<file path="config.mk">
export PLATFORM = sky130hd
export DESIGN_NAME = sound_out_buffer
export DESIGN_NICKNAME = d
export VERILOG_FILES = /design/src/rtl/sound_pkg.sv /design/src/rtl/sound_fifo_mem.sv /design/src/rtl/sound_out_buffer.sv
export SDC_FILE = /design/constraint.sdc
export NUM_CORES = 1
export LEC_CHECK = 0
export ABC_CLOCK_PERIOD_IN_PS = 8690
export CAP_MARGIN = 40
export CORE_UTILIZATION = 30
export CTS_BUF_LIST = sky130_fd_sc_hd__clkbuf_8
export CTS_CLUSTER_SIZE = 16
export DETAILED_ROUTE_END_ITERATION = 12
export PLACE_DENSITY = 0.42
export SETUP_SLACK_MARGIN = 0.3
export SLEW_MARGIN = 40
export SYNTH_ARGS = -nofsm -noshare
export SYNTH_HDL_FRONTEND = slang
export SYNTH_SLANG_ARGS = --single-unit
</file>
<file path="constraint.sdc">
create_clock -name clk -period 8.69 [get_ports clk]
set_input_delay 1.738 -clock clk [delete_from_list [all_inputs] [get_ports clk]]
set_output_delay 1.738 -clock clk [all_outputs]
set_load 0.02 [all_outputs]
</file>
<file path="src/rtl/sound_pkg.sv">
`default_nettype none
// +------------------------------------------------------------------+
// | Package    : sound_pkg                                           |
// | Description: Shared constants and request-FSM state encoding for |
// |              the sound-out sample buffer.                        |
// | Revision   : 1.0 - initial release                               |
// +------------------------------------------------------------------+
package sound_pkg;

  localparam int SAMPLE_W      = 32;
  localparam int DEF_DEPTH     = 16;
  localparam int DEF_LOW_WM    = 4;
  localparam int DEF_BURST_LEN = 4;

  typedef enum logic [1:0] {
    ST_IDLE = 2'd0,
    ST_REQ  = 2'd1,
    ST_WAIT = 2'd2
  } req_state_e;

endpackage : sound_pkg
`default_nettype wire

</file>
<file path="src/rtl/sound_fifo_mem.sv">
`default_nettype none
// +------------------------------------------------------------------+
// | Module     : sound_fifo_mem                                      |
// | Description: DEPTH x SAMPLE_W sample storage, registered write,  |
// |              combinational read at the read address.             |
// | Revision   : 1.0 - initial release                               |
// +------------------------------------------------------------------+
module sound_fifo_mem
  import sound_pkg::*;
#(
  parameter int DEPTH = DEF_DEPTH,
  parameter int AW    = $clog2(DEPTH)
) (
  input  logic                clk,
  input  logic                wr_en_i,
  input  logic [AW-1:0]       wr_addr_i,
  input  logic [SAMPLE_W-1:0] wr_data_i,
  input  logic [AW-1:0]       rd_addr_i,
  output logic [SAMPLE_W-1:0] rd_data_o
);

  logic [SAMPLE_W-1:0] mem_q [DEPTH];

  // Store the incoming word; contents need no reset since pointers gate validity
  always_ff @(posedge clk) begin
    if (wr_en_i) begin
      mem_q[wr_addr_i] <= wr_data_i;
    end
  end

  assign rd_data_o = mem_q[rd_addr_i];

endmodule : sound_fifo_mem
`default_nettype wire

</file>
<file path="src/rtl/sound_out_buffer.sv">
`default_nettype none
// +------------------------------------------------------------------+
// | Module     : sound_out_buffer                                    |
// | Description: Sample FIFO between the sound-out DMA word stream   |
// |              and the I2S sender, with watermark/burst refill     |
// |              request FSM, sticky overflow and underrun pulse.    |
// | Option     : define SOUND_OUT_UNDERRUN_STATS_EN to add the       |
// |              saturating underrun_count output.                   |
// | Revision   : 1.0 - initial release                               |
// +------------------------------------------------------------------+
module sound_out_buffer
  import sound_pkg::*;
#(
  parameter int DEPTH     = DEF_DEPTH,
  parameter int LOW_WM    = DEF_LOW_WM,
  parameter int BURST_LEN = DEF_BURST_LEN
) (
  input  logic                     clk,
  input  logic                     reset_n,
  input  logic                     enable,
  input  logic                     in_valid,
  input  logic [SAMPLE_W-1:0]      in_data,
  output logic                     sound_req,
  output logic                     out_valid,
  output logic [SAMPLE_W-1:0]      out_data,
  input  logic                     out_ready,
  output logic [$clog2(DEPTH):0]   level,
  output logic                     overflow,
  output logic                     underrun
`ifdef SOUND_OUT_UNDERRUN_STATS_EN
  ,
  output logic [15:0]              underrun_count
`endif
);

  localparam int AW = $clog2(DEPTH);
  localparam int PW = AW + 1;
  localparam int CW = $clog2(BURST_LEN + 1);
  localparam logic [PW-1:0] LOW_WM_LVL = PW'(LOW_WM);
  localparam logic [CW-1:0] BURST_LAST = CW'(BURST_LEN - 1);

  logic [PW-1:0]       wr_ptr_q, wr_ptr_d;
  logic [PW-1:0]       rd_ptr_q, rd_ptr_d;
  logic                overflow_q, overflow_d;
  logic                primed_q, primed_d;
  req_state_e          state_q, state_d;
  logic [CW-1:0]       cnt_q, cnt_d;
  logic                sound_req_q;
  logic                full, empty, rd_en, wr_en;
  logic [SAMPLE_W-1:0] rd_data;

  // Full when pointers differ only in the wrap bit; empty when identical
  assign empty     = (wr_ptr_q == rd_ptr_q);
  assign full      = (wr_ptr_q[AW] != rd_ptr_q[AW]) &&
                     (wr_ptr_q[AW-1:0] == rd_ptr_q[AW-1:0]);
  assign out_valid = !empty && enable;
  assign rd_en     = out_valid && out_ready;
  // A pop in the same cycle frees a slot, so a full FIFO still accepts
  assign wr_en     = in_valid && enable && (!full || rd_en);
  assign level     = wr_ptr_q - rd_ptr_q;
  // Head word is only presented while valid, so idle/reset shows zero
  assign out_data  = out_valid ? rd_data : '0;
  // Sender wants data but none is there, after streaming has started
  assign underrun  = enable && primed_q && out_ready && !out_valid;
  assign overflow  = overflow_q;
  assign sound_req = sound_req_q;

  sound_fifo_mem #(
    .DEPTH (DEPTH),
    .AW    (AW)
  ) u_mem (
    .clk       (clk),
    .wr_en_i   (wr_en),
    .wr_addr_i (wr_ptr_q[AW-1:0]),
    .wr_data_i (in_data),
    .rd_addr_i (rd_ptr_q[AW-1:0]),
    .rd_data_o (rd_data)
  );

  // Pointer, overflow and primed next-state; enable low flushes everything
  always_comb begin
    wr_ptr_d   = wr_ptr_q;
    rd_ptr_d   = rd_ptr_q;
    overflow_d = overflow_q;
    primed_d   = primed_q;
    if (!enable) begin
      rd_ptr_d   = wr_ptr_q;
      overflow_d = 1'b0;
      primed_d   = 1'b0;
    end else begin
      if (wr_en) begin
        wr_ptr_d = wr_ptr_q + PW'(1);
      end
      if (rd_en) begin
        rd_ptr_d = rd_ptr_q + PW'(1);
        primed_d = 1'b1;
      end
      if (in_valid && full && !rd_en) begin
        overflow_d = 1'b1;
      end
    end
  end

  // Request FSM: request below watermark, count one burst, settle one cycle
  always_comb begin
    state_d = state_q;
    cnt_d   = cnt_q;
    if (!enable) begin
      state_d = ST_IDLE;
      cnt_d   = '0;
    end else begin
      case (state_q)
        ST_IDLE: begin
          if (level <= LOW_WM_LVL) begin
            state_d = ST_REQ;
            cnt_d   = '0;
          end
        end
        ST_REQ: begin
          if (wr_en) begin
            if (cnt_q == BURST_LAST) begin
              state_d = ST_WAIT;
              cnt_d   = '0;
            end else begin
              cnt_d = cnt_q + CW'(1);
            end
          end
        end
        ST_WAIT: state_d = ST_IDLE;
        default: state_d = ST_IDLE;
      endcase
    end
  end

  // State registers; sound_req is registered from the next state
  always_ff @(posedge clk or negedge reset_n) begin
    if (!reset_n) begin
      wr_ptr_q    <= '0;
      rd_ptr_q    <= '0;
      overflow_q  <= 1'b0;
      primed_q    <= 1'b0;
      state_q     <= ST_IDLE;
      cnt_q       <= '0;
      sound_req_q <= 1'b0;
    end else begin
      wr_ptr_q    <= wr_ptr_d;
      rd_ptr_q    <= rd_ptr_d;
      overflow_q  <= overflow_d;
      primed_q    <= primed_d;
      state_q     <= state_d;
      cnt_q       <= cnt_d;
      sound_req_q <= (state_d == ST_REQ);
    end
  end

`ifdef SOUND_OUT_UNDERRUN_STATS_EN
  logic [15:0] ucnt_q;

  // Saturating count of underrun pulses, cleared while disabled
  always_ff @(posedge clk or negedge reset_n) begin
    if (!reset_n) begin
      ucnt_q <= '0;
    end else if (!enable) begin
      ucnt_q <= '0;
    end else if (underrun && (ucnt_q != 16'hFFFF)) begin
      ucnt_q <= ucnt_q + 16'd1;
    end
  end

  assign underrun_count = ucnt_q;
`endif

endmodule : sound_out_buffer
`default_nettype wire

</file>
==> Word level (Yosys, flattened, before mapping) <==
Memory sizes are Yosys's and may differ from the RTL's.
Cells that the tools add are included.
Widths: inputs -> output; s select.
{ "word_totals": {"mem_bits_rw": 512, "elab_cells": 61, "latch_bits": 0, "rom_bits": 0, "n_memories": 1, "register_bits": 18} }
{ "memory_table": {"columns": ["name", "depth", "word_bits", "rd", "rd_ports_with_merged_regs", "write_ports", "line", "text"], "rows": [
  ["u_mem.mem_q", 16, 32, 1, 0, 1, "sound_fifo_mem.sv:22", "logic [SAMPLE_W-1:0] mem_q [DEPTH];"]
]} }
{ "op_classes": {"addsub": 4, "mul": 0, "n_reduce_logical": 18, "div": 0, "bitwise_logic": 0, "n_mux": 19, "order_cmp": 1, "n_shift": 0, "n_eq_ne": 11} }
{ "op_table": {"columns": ["operator", "n"], "rows": [
  ["$mux 32", 1],
  ["$mux 3", 4],
  ["$add 5x1->5 const B", 2],
  ["$logic_and 1x1->1", 10],
  ["$mux 5", 2],
  ["$mux 2", 4],
  ["$mux 1", 6],
  ["$pmux 3 s2", 1],
  ["$eq 5x5->1", 1],
  ["$le 5x3->1 const B", 1],
  ["$sub 5x5->5", 1],
  ["$eq 2x1->1 const B", 2],
  ["$eq 4x4->1", 1],
  ["$logic_not 1->1", 4],
  ["$ne 2x1->1 const B", 2],
  ["$pmux 2 s2", 1],
  ["$add 3x1->3 const B", 1],
  ["$eq 3x2->1 const B", 1],
  ["$ne 3x1->1 const B", 1],
  ["$ne 3x2->1 const B", 1],
  ["$ne 3x3->1 const B", 1],
  ["$reduce_and 3->1", 1],
  ["$logic_not 2->1", 1],
  ["$reduce_and 2->1", 1],
  ["other kinds (2)", 2]
]} }

==> Longest topological paths before layout <==
Gate-level depths: netlist of run 1.
{ "depth": {"ltp_word": 10, "ltp_mapped": 9, "depth_no_buf": 9} }

==> Hierarchy <==
Synthesis of run 1 repeated with hierarchy kept, for this count alone.
{ "unflattened": {"cells_unflattened": 947, "area_unflattened_um2": 20517.2} }
{ "modules_own_cells": {"columns": ["mod", "area_each_um2", "cells_each", "seq_area_each_um2", "instances"], "rows": [
  ["sound_fifo_mem", 19213.4, 806, 15374.7, 1],
  ["sound_out_buffer", 1303.8, 141, 450.4, 1]
]} }

==> Worst setup path after synthesis of run 1 <==
OpenSTA, ideal clock, no wires.
{ "synth_timing": {"kind": "input -> output", "start": "input enable", "end": "output out_data[10]", "path_stages": 3, "required_time_ns": 6.952, "t_arrival_ns": 2.566, "setup_slack_ns": 4.386, "path_cell_list": "nand2_1 > buf_1 > nor3_1"} }
{ "synth_between": {"elab_chain_len": 2} }
{ "synth_lines": {"columns": ["item", "line", "text"], "rows": [
  ["from (decl)", "sound_out_buffer.sv:20", "input logic enable,"],
  ["$logic_and 1x1->1", "sound_out_buffer.sv:56", "assign out_valid = !empty && enable;"],
  ["$mux 32", "sound_out_buffer.sv:62", "assign out_data = out_valid ? rd_data : '0;"],
  ["to (decl)", "sound_out_buffer.sv:25", "output logic [SAMPLE_W-1:0] out_data,"]
]} }
Every way passes these cells.

==> Worst setup path in the final report of run 1 <==
{ "layout_timing": {"start": "register rd_ptr_q[1]", "end": "output out_data[4]"} }
{ "layout_between": {"elab_chain_len": 4, "elab_cells_between_ends": 5, "classes_between": "eq/ne: 1; mux: 1; reduce/logical: 2; memory: 1"} }
{ "layout_lines": {"columns": ["item", "line", "text"], "rows": [
  ["from (decl)", "sound_out_buffer.sv:43", "logic [PW-1:0] rd_ptr_q, rd_ptr_d;"],
  ["from (signal assigned)", "sound_out_buffer.sv:147", "rd_ptr_q <= rd_ptr_d;"],
  ["parallel branches: the longest is 3 deep, another holds $mem_v2 16x32", null, null],
  ["$mux 32 *", "sound_out_buffer.sv:62", null]
]} }
Every way passes the cells marked *.

==> impl_metrics.yaml, run 1 <==
sta:
  fin_skew_ns: 0.01398
  fmax_ghz: 0.1792
  tightestPinTransition_ns: 0.7271
  fin_crit_sh_pct: 64.22
  setup_viol: 0
  fin_crit_ns: 5.581
  slew_viol_final: 0
  setup_tns_ns: 0
  final_hold_viol_count: 0
  maxSlewHeadroom_pct: 51.52
  rsz0062_at_grt: "no"
drt:
  vias: 9707
  routed_via_density: 4.817
  dr.pass1.iters: 4
  first_iter_violations: 603
  drcViolationCount: 0
  wirelength_um: 48940
  routedWlPerCell_um: 24.29
  final_antenna_net_count: 0
cts:
  cts-buffers-inserted: 93
  clock-sinks: 530
  htree_levels: 3
  cts_hold_buf: 0
  cts_resized: 0
  cts_tree: "done"
  clock_latency_ns: 0.66
  clkTransAtPathRegs_ns: 0.06
  cts_buffer_depth: 3
  ctsRootBufferMaster: "clkbuf_8"
  postCtsSetupBuffers: 0
worst_setup_path:
  worst_ep_arrival_time_ns: 3.84
  worstSetupStartpoint: "rd_ptr_q[1]$_DFFE_PN0P_"
  critPathRequiredTime_ns: 6.95
  critPathKind: "register to output port"
  ff2ff_setup_slack_ns: 4.90
  r2r_start: "rd_ptr_q[1]$_DFFE_PN0P_"
  startpoint_type: "register"
  end_kind: "output port"
  critPathMaxFanout: 36
logic_synthesis:
  yosys.area_share.simple_pct: 2.470
  avgSynthCellArea_sq_um: 21.92
  async_flop_share_pct: 3.396
  synth_enable_flop_cells: 512
  ys.flop_type: "edfxtp_1"
  synth_area_sq_mm: 0.02037
  synth_compound_area_share_pct: 2.949
  synth_mux_area_share_pct: 14.20
  syn_nets: 977
  ys_seq_elements: 530
  ys_warn_count: 0
  synth_xor_area_share_pct: 0.5590
  syn-instance-count: 929
  seq_area_frac_synth_pct: 77.70
  synth_top_family_by_area: "multiplexers"
  synth-adder-area-share_pct: 0.7126
  ys_types: 40
placed_design:
  placed_area_sq_mm: 0.02225
  io_buffers: 77
  hpwl_um: 25800
  gp_congestion: 0.6595
floorplan:
  die_x_um: 262.6
  core_sq_mm: 0.06716
  die_y_um: 262.6
  rows: 95
  top_level_ports: 78
  initial_core_util_pct: 30.33
  die-area_sq_mm: 0.06894
cells_and_area:
  layout-drive-gt1-share_pct: 25.07
  fillers: 6180
  area_growth_pct: 17.42
  design_area_sq_mm: 0.02392
  finalNetCount: 1121
  multi_input_area_sq_mm: 0.004302
  final_cell_mix: "edfxtp_1 (512), mux4_2 (128), clkbuf_8 (95), clkdlybuf4s50_1 (75), o22ai_1 (64)"
  final_common_cell: "edfxtp_1"
  seqCellArea_sq_mm: 0.01584
power:
  ir_drop_uv: 147.4
  leakagePower_nw: 7.564
  p_per_area_mw_per_mm2: 308.8
global_route:
  grt_pass1_wl_um: 72790
  grt_pass1_vias: 10790
  grt.overflow.total: 0
  track_usage_pct: 14.45
  grt_max_degree: 42
  antenna_found_initial: 3
worst_hold_path:
  hp-class: "register to register"
  min-delay-start: "primed_q$_DFFE_PN0P_"
run_status:
  status: "complete, no violations"
job:
  maxCapViolCount: 0
[sequential cells by signal, indices dropped and copies added, names as in the netlist]
signal       flops
sound_req        1
state_q          2
rd_ptr_q         5
overflow         1
primed_q         1
u_mem.mem_q    512
cnt_q            3
wr_ptr_q         5
[cells in the mapped netlist (2+ instances only)]
cell type / count / area share, %
nand2_1: 15 / 0.28
dfrtp_1: 18 / 2.2
a21oi_1: 8 / 0.20
nand3_1: 3 / 0.074
o211a_1: 2 / 0.098
o21ai_0: 6 / 0.15
edfxtp_1: 512 / 75
buf_1: 6 / 0.11
clkbuf_1: 19 / 0.35
inv_1: 10 / 0.18
nand3b_1: 2 / 0.074
nor2_1: 12 / 0.22
xnor2_1: 10 / 0.43
buf_4: 12 / 0.44
o22ai_1: 64 / 2.0
nor2b_1: 3 / 0.092
nand4_1: 3 / 0.092
a31oi_1: 2 / 0.061
ha_1: 10 / 0.61
nor3_1: 36 / 0.88
buf_2: 13 / 0.32
mux4_2: 128 / 14
xor2_1: 3 / 0.13
and2_1: 16 / 0.49
[path summary, 6_finish.rpt]
path	to	depth (start not counted)
setup / recovery	out_data[4]	7
hold / removal	primed_q$_DFFE_PN0P_	1
setup reg to reg	u_mem.mem_q[12][24]$_DFFE_PP_	7
hold reg to reg	primed_q$_DFFE_PN0P_	1
max in group asynchronous	rd_ptr_q[2]$_DFFE_PN0P_	1
min in group asynchronous	primed_q$_DFFE_PN0P_	1
[worst max-delay path, stage by stage, from the launching register on]
cell	delay, ns
dfrtp_4	0.84
inv_1	0.27
ha_1	0.39
and4_4	0.20
nand2_1	0.13
nand2_4	0.31
nor3_1	0.34
clkdlybuf4s50_1	0.65
[where the power goes]
| part | leakage [nW] | internal, mW | switching [mW] |
|---|---|---|---|
| clock | 0.944 | 1.10 | 0.997 |
| sequential | 4.84 | 2.96 | 0.171 |
| combinational | 1.78 | 1.01 | 1.16 |
| total | 7.56 | 5.06 | 2.32 |
[final cells by class]
cell class / instances / area share [%]
Antenna cell: 1 / 0.01046
Clock buffer: 95 / 5.467
Clock inverter: 68 / 1.502
Inverter: 10 / 0.1570
Multi-Input combinational cell: 339 / 17.99
Sequential cell: 530 / 66.22
Tap cell: 873 / 4.567
Timing Repair Buffer: 99 / 4.091
[kinds of logic after synthesis]
family	after synthesis
buf+inv	60
flops	530
fa+ha+maj	11
mux	129
simple gates	96
compound gates	90
xor+xnor	13
[per-layer routing]
layer,track usage [%],wire length (um),part of all wire (%),vias to the layer above
met5,0,10,0.020,-
met4,4.801,936,1.9,2
met3,2.811,1837,3.8,73
met1,19.34,22160,45,5211
met2,23.62,23990,49,193
li1,-,-,-,4228
[stage by stage]
stage	setup slack, ns	hold WS (ns)	utilization [%]	total power [mW]	instances
2_1_floorplan	4.386	0.4648	-	4.572	929
3_3_place_gp	2.341	0.4774	33.04	5.390	1849
3_5_place_dp	2.581	0.4968	33.13	5.417	1851
4_1_cts	2.577	0.5108	35.61	7.540	2014
5_1_grt	2.762	0.5514	35.61	7.762	2015
6_report	3.109	0.5060	35.61	7.386	2015
Note: power is estimated with default switching activity, not from simulation.
==> run 2: changes to the inputs <==
--- a/config.mk
+++ b/config.mk
@@ -5,7 +5,7 @@
 export SDC_FILE = /design/constraint.sdc
 export NUM_CORES = 1
 export LEC_CHECK = 0
-export ABC_CLOCK_PERIOD_IN_PS = 8690
+export ABC_CLOCK_PERIOD_IN_PS = 5700
 export CAP_MARGIN = 40
 export CORE_UTILIZATION = 30
 export CTS_BUF_LIST = sky130_fd_sc_hd__clkbuf_8
==> constraint.sdc (replaced) <==
create_clock -name clk -period 5.7 [get_ports clk]
set_input_delay 1.14 -clock clk [delete_from_list [all_inputs] [get_ports clk]]
set_output_delay 1.14 -clock clk [all_outputs]
set_load 0.02 [all_outputs]
==> impl_metrics.yaml, run 2 (same netlist as run 1, synthesis figures left out) <==
cts:
  cts-buffers-inserted: 92
  cts_hold_buf: 0
  htree_levels: 3
  postCtsSetupBuffers: 0
  cts_tree: "done"
  ctsRootBufferMaster: "clkbuf_8"
  cts_resized: 0
  clock-sinks: 530
  clock_latency_ns: 0.68
  clkTransAtPathRegs_ns: 0.06
  cts_buffer_depth: 3
global_route:
  grt.overflow.total: 0
  antenna_found_initial: 5
  grt_pass1_wl_um: 74760
  grt_max_degree: 60
  track_usage_pct: 14.95
  grt_pass1_vias: 10760
worst_setup_path:
  critPathKind: "register to output port"
  startpoint_type: "register"
  critPathRequiredTime_ns: 4.56
  r2r_end: "u_mem.mem_q[2][15]$_DFFE_PP_"
  worst_ep_arrival_time_ns: 3.66
  ff2ff_setup_slack_ns: 2.23
  cpPeakStageDelay_ns: 0.64
  crit_path_frequent_cell: "buf_4"
  cpMaxStageDelayCell: "clkdlybuf4s50_1"
  critPathMaxFanout: 37
  r2r_start: "rd_ptr_q[3]$_DFFE_PN0P_"
  end_kind: "output port"
  rr_worst_depth: 7
  cp_cell_sequence: "buf_4, buf_4, mux4_2, o22ai_1, nor3_1, clkdlybuf4s50_1"
drt:
  routedWlPerCell_um: 24.99
  wirelength_um: 50780
  routed_via_density: 4.839
  dr.pass1.iters: 4
  first_iter_violations: 663
  drcViolationCount: 0
  vias: 9833
  final_antenna_net_count: 0
power:
  p_per_area_mw_per_mm2: 474.5
  ir_drop_uv: 258.2
  leakagePower_nw: 7.663
cells_and_area:
  finalNetCount: 1132
  layout-drive-gt1-share_pct: 26.25
  largest-register: "u_mem.mem_q"
  final_common_cell: "edfxtp_1"
  largest_reg_flops: 512
  fillers: 6174
  area_growth_pct: 18.06
  final_cell_mix: "edfxtp_1 (512), mux4_2 (128), clkbuf_8 (96), clkdlybuf4s50_1 (76), o22ai_1 (64)"
  top_regs: "u_mem.mem_q (512), rd_ptr_q (5), wr_ptr_q (5)"
job:
  maxCapViolCount: 0
placed_design:
  gp_congestion: 0.7105
  hpwl_um: 28360
  io_buffers: 77
sta:
  hold_ws_ns: 0.4093
  fin_skew_ns: 0.02264
  tightestPinTransition_ns: 0.8648
  rsz0062_at_grt: "no"
  fmax_ghz: 0.2082
  setup_tns_ns: 0
  maxSlewHeadroom_pct: 42.14
  fin_crit_ns: 4.804
  fin_crit_sh_pct: 84.27
  final_hold_viol_count: 0
  setup_viol: 0
  slew_viol_final: 0
floorplan:
  initial_core_util_pct: 30.33
  die-area_sq_mm: 0.06894
  die_y_um: 262.6
  rows: 95
  die_x_um: 262.6
  top_level_ports: 78
  core_sq_mm: 0.06716
run_status:
  status: "complete, no violations"
worst_hold_path:
  hp-class: "input port to async pin"
[run 2: final cells by class]
class,instances,area [sq um],area share [%]
clock inverters,72,402.9,1.676
well taps,873,1092,4.543
multi-input cells,339,4299,17.88
inverters,10,37.54,0.1561
clock buffers,96,1321,5.495
flip-flops and latches,530,15840,65.86
diodes,1,2.502,0.01041
repair buffers,111,1054,4.381
[run 2: how the worst max path moves through the flow]
stage                            startpoint            to  slack (ns)  depth (start not counted)
floorplan           rd_ptr_q[2]$_DFFE_PN0P_  out_data[10]        2.40                          9
global placement                     enable  out_data[10]        1.32                          5
detailed placement                   enable  out_data[12]        1.24                          5
CTS                 rd_ptr_q[3]$_DFFE_PN0P_  out_data[12]        0.76                          8
global route        rd_ptr_q[3]$_DFFE_PN0P_  out_data[12]        0.66                          8
finish              rd_ptr_q[1]$_DFFE_PN0P_   out_data[3]        0.90                          6
[run 2: through the flow]
stage	cell area [sq um]	instances	utilization, %	setup slack, ns	total power [mW]
2_1_floorplan	20370	929	-	2.399	6.971
3_3_place_gp	22280	1862	33.18	1.317	8.288
3_5_place_dp	22320	1863	33.23	1.235	8.299
4_1_cts	24040	2031	35.80	0.7565	11.63
5_1_grt	24050	2032	35.80	0.6621	11.99
6_report	24050	2032	35.80	0.8965	11.41
[run 2: worst max-delay path: cells and delay by family, from the launching register on]
kind            cells  cell delay, ns
mux                 1            0.35
buf+inv             3            1.74
compound gates      1            0.14
simple gates        1            0.29
flops               1            0.40
[run 2: power breakdown]
part | leakage (nW) | total, mW | internal [mW] | switching [mW]
registers | 4.84 | 4.61 | 4.51 | 0.0932
clock network | 0.989 | 3.28 | 1.74 | 1.54
logic | 1.83 | 3.52 | 1.54 | 1.98
[run 2: routing by layer]
layer | wire, um | track usage, % | vias to the layer above
met2 | 24210 | 24.07 | 205
met1 | 23470 | 20.36 | 5298
met3 | 2177 | 2.933 | 66
met5 | 15 | 0 | -
met4 | 907 | 4.833 | 4
li1 | - | - | 4260
==> run 3: changes to the inputs <==
--- a/config.mk
+++ b/config.mk
@@ -5,7 +5,7 @@
 export SDC_FILE = /design/constraint.sdc
 export NUM_CORES = 1
 export LEC_CHECK = 0
-export ABC_CLOCK_PERIOD_IN_PS = 5700
+export ABC_CLOCK_PERIOD_IN_PS = 4700
 export CAP_MARGIN = 40
 export CORE_UTILIZATION = 30
 export CTS_BUF_LIST = sky130_fd_sc_hd__clkbuf_8
==> constraint.sdc (replaced) <==
create_clock -name clk -period 4.7 [get_ports clk]
set_input_delay 0.94 -clock clk [delete_from_list [all_inputs] [get_ports clk]]
set_output_delay 0.94 -clock clk [all_outputs]
set_load 0.02 [all_outputs]
==> impl_metrics.yaml, run 3 (same netlist as run 1, synthesis figures left out) <==
run_status:
  status: "complete, no violations"
cells_and_area:
  layout-drive-gt1-share_pct: 28.31
  fillers: 6149
  final_cell_mix: "edfxtp_1 (512), mux4_2 (128), clkbuf_8 (99), clkdlybuf4s50_1 (65), o22ai_1 (64)"
  top_regs: "u_mem.mem_q (512), rd_ptr_q (5), wr_ptr_q (5)"
  finalNetCount: 1138
  area_growth_pct: 19.73
  largest-register: "u_mem.mem_q"
  fin_cells: 2044
  largest_reg_flops: 512
  design_area_sq_mm: 0.02439
  final_common_cell: "edfxtp_1"
worst_setup_path:
  r2r_start: "rd_ptr_q[0]$_DFFE_PN0P_"
  critPathTopFamily: "buffers and inverters"
  critPathKind: "register to output port"
  critPathMaxFanout: 16
  path_depth: 7
  critPathRequiredTime_ns: 3.76
  cpPeakStageDelay_ns: 0.65
  ff2ff_setup_slack_ns: 1.64
  rr_worst_depth: 7
  cpMaxStageDelayCell: "clkdlybuf4s50_1"
  worst_ep_arrival_time_ns: 3.27
  cp_cell_sequence: "ha_1, and4_4, nand2_1, nand2_2, buf_4, nor3_1, clkdlybuf4s50_1"
  startpoint_type: "register"
  critPathBufInv: 2
  crit_end: "out_data[26]"
  end_kind: "output port"
  r2r_end: "u_mem.mem_q[7][16]$_DFFE_PP_"
  worstSetupStartpoint: "rd_ptr_q[0]$_DFFE_PN0P_"
global_route:
  grt_max_degree: 47
  grt_pass1_wl_um: 73800
  track_usage_pct: 14.72
  grt_pass1_vias: 10790
  grt.overflow.total: 0
  antenna_found_initial: 4
drt:
  drcViolationCount: 0
  first_iter_violations: 628
  routed_via_density: 4.802
  dr.pass1.iters: 4
  routedWlPerCell_um: 24.33
  vias: 9816
  wirelength_um: 49730
  final_antenna_net_count: 0
power:
  ir_drop_uv: 255.7
  p_per_area_mw_per_mm2: 573.9
  leakagePower_nw: 7.867
cts:
  cts-buffers-inserted: 94
  cts_hold_buf: 0
  cts_tree: "done"
  clock_latency_ns: 0.68
  postCtsSetupBuffers: 0
  clkTransAtPathRegs_ns: 0.07
  ctsRootBufferMaster: "clkbuf_8"
  cts_buffer_depth: 3
  htree_levels: 3
  clock-sinks: 530
sta:
  tightestPinTransition_ns: 0.7883
  fmax_ghz: 0.2378
  setup_tns_ns: 0
  final_hold_viol_count: 0
  slew_viol_final: 0
  fin_skew_ns: 0.02655
  maxSlewHeadroom_pct: 47.45
  fin_crit_sh_pct: 89.47
  setup_viol: 0
  fin_crit_ns: 4.205
  rsz0062_at_grt: "yes"
floorplan:
  die_x_um: 262.6
  die-area_sq_mm: 0.06894
  top_level_ports: 78
  rows: 95
  initial_core_util_pct: 30.33
  die_y_um: 262.6
  core_sq_mm: 0.06716
placed_design:
  io_buffers: 77
  placed_area_sq_mm: 0.02250
  gp_congestion: 0.6657
  hpwl_um: 27660
  dp.cells: 1867
worst_hold_path:
  hp-class: "input port to async pin"
job:
  maxCapViolCount: 0
-- run 3: cell types whose count changed in the layout (fill, tap and decap cells not counted), sizes merged --
| cell | before | now |
|---|---|---|
| buf | 35 | 39 |
| clkbuf | 96 | 99 |
| clkdlybuf4s50 | 76 | 65 |
| clkinv | 36 | 50 |
| clkinvlp | 1 | 2 |
| diode | 1 | 2 |
| dlygate4sd2 | 0 | 1 |
| dlymetal6s2s | 0 | 10 |
| inv | 41 | 30 |
-- run 3: worst min path at each step --
stage,depth (start not counted),startpoint,to
after floorplan,1,primed_q$_DFFE_PN0P_,primed_q$_DFFE_PN0P_
after global placement,1,primed_q$_DFFE_PN0P_,primed_q$_DFFE_PN0P_
after global routing,1,reset_n,sound_req$_DFF_PN0_
after detailed placement,1,primed_q$_DFFE_PN0P_,primed_q$_DFFE_PN0P_
after CTS,1,reset_n,sound_req$_DFF_PN0_
final,1,reset_n,overflow$_DFFE_PN0P_
-- run 3: cell type report --
class | instances | area (sq um) | share of cell area, %
Clock buffer | 99 | 1363 | 5.587
Multi-Input combinational cell | 339 | 4323 | 17.73
Tap cell | 873 | 1092 | 4.479
Antenna cell | 2 | 5.005 | 0.02052
Timing Repair Buffer | 115 | 1279 | 5.244
Sequential cell | 530 | 15840 | 64.94
Inverter | 10 | 37.54 | 0.1539
Clock inverter | 76 | 450.4 | 1.847
-- run 3: metal layers --
layer  up-vias  part of all wire, %  track usage, %
met5         -                0.048               0
met4         4                  2.5           4.849
met3        96                  4.6           3.317
met2       225                   48           23.37
met1      5208                   45           20.01
li1       4283                    -               -
-- run 3: per-stage QoR --
stage	total power, mW	utilization [%]	setup slack [ns]	hold slack (ns)
after floorplan	8.454	-	1.599	0.4648
after CTS	14.28	36.23	0.2423	0.1715
after detailed placement	10.08	33.51	0.6718	0.5118
after global placement	10.07	33.52	0.6779	0.5177
after global routing	14.73	36.31	0.2938	0.1948
final	13.99	36.31	0.4948	0.2091
-- run 3: what timing repair did --
item	in CTS	in global routing
gates resized for setup	4	15
hold endpoints to repair	0	0
endpoints found under the setup margin	4	14
-- run 3: power by group --
part           switching (mW)  internal [mW]  leakage, nW
clock network            1.93           2.19         1.00
registers               0.151           5.47         4.84
logic                    2.33           1.92         2.03
total                    4.41           9.58         7.87
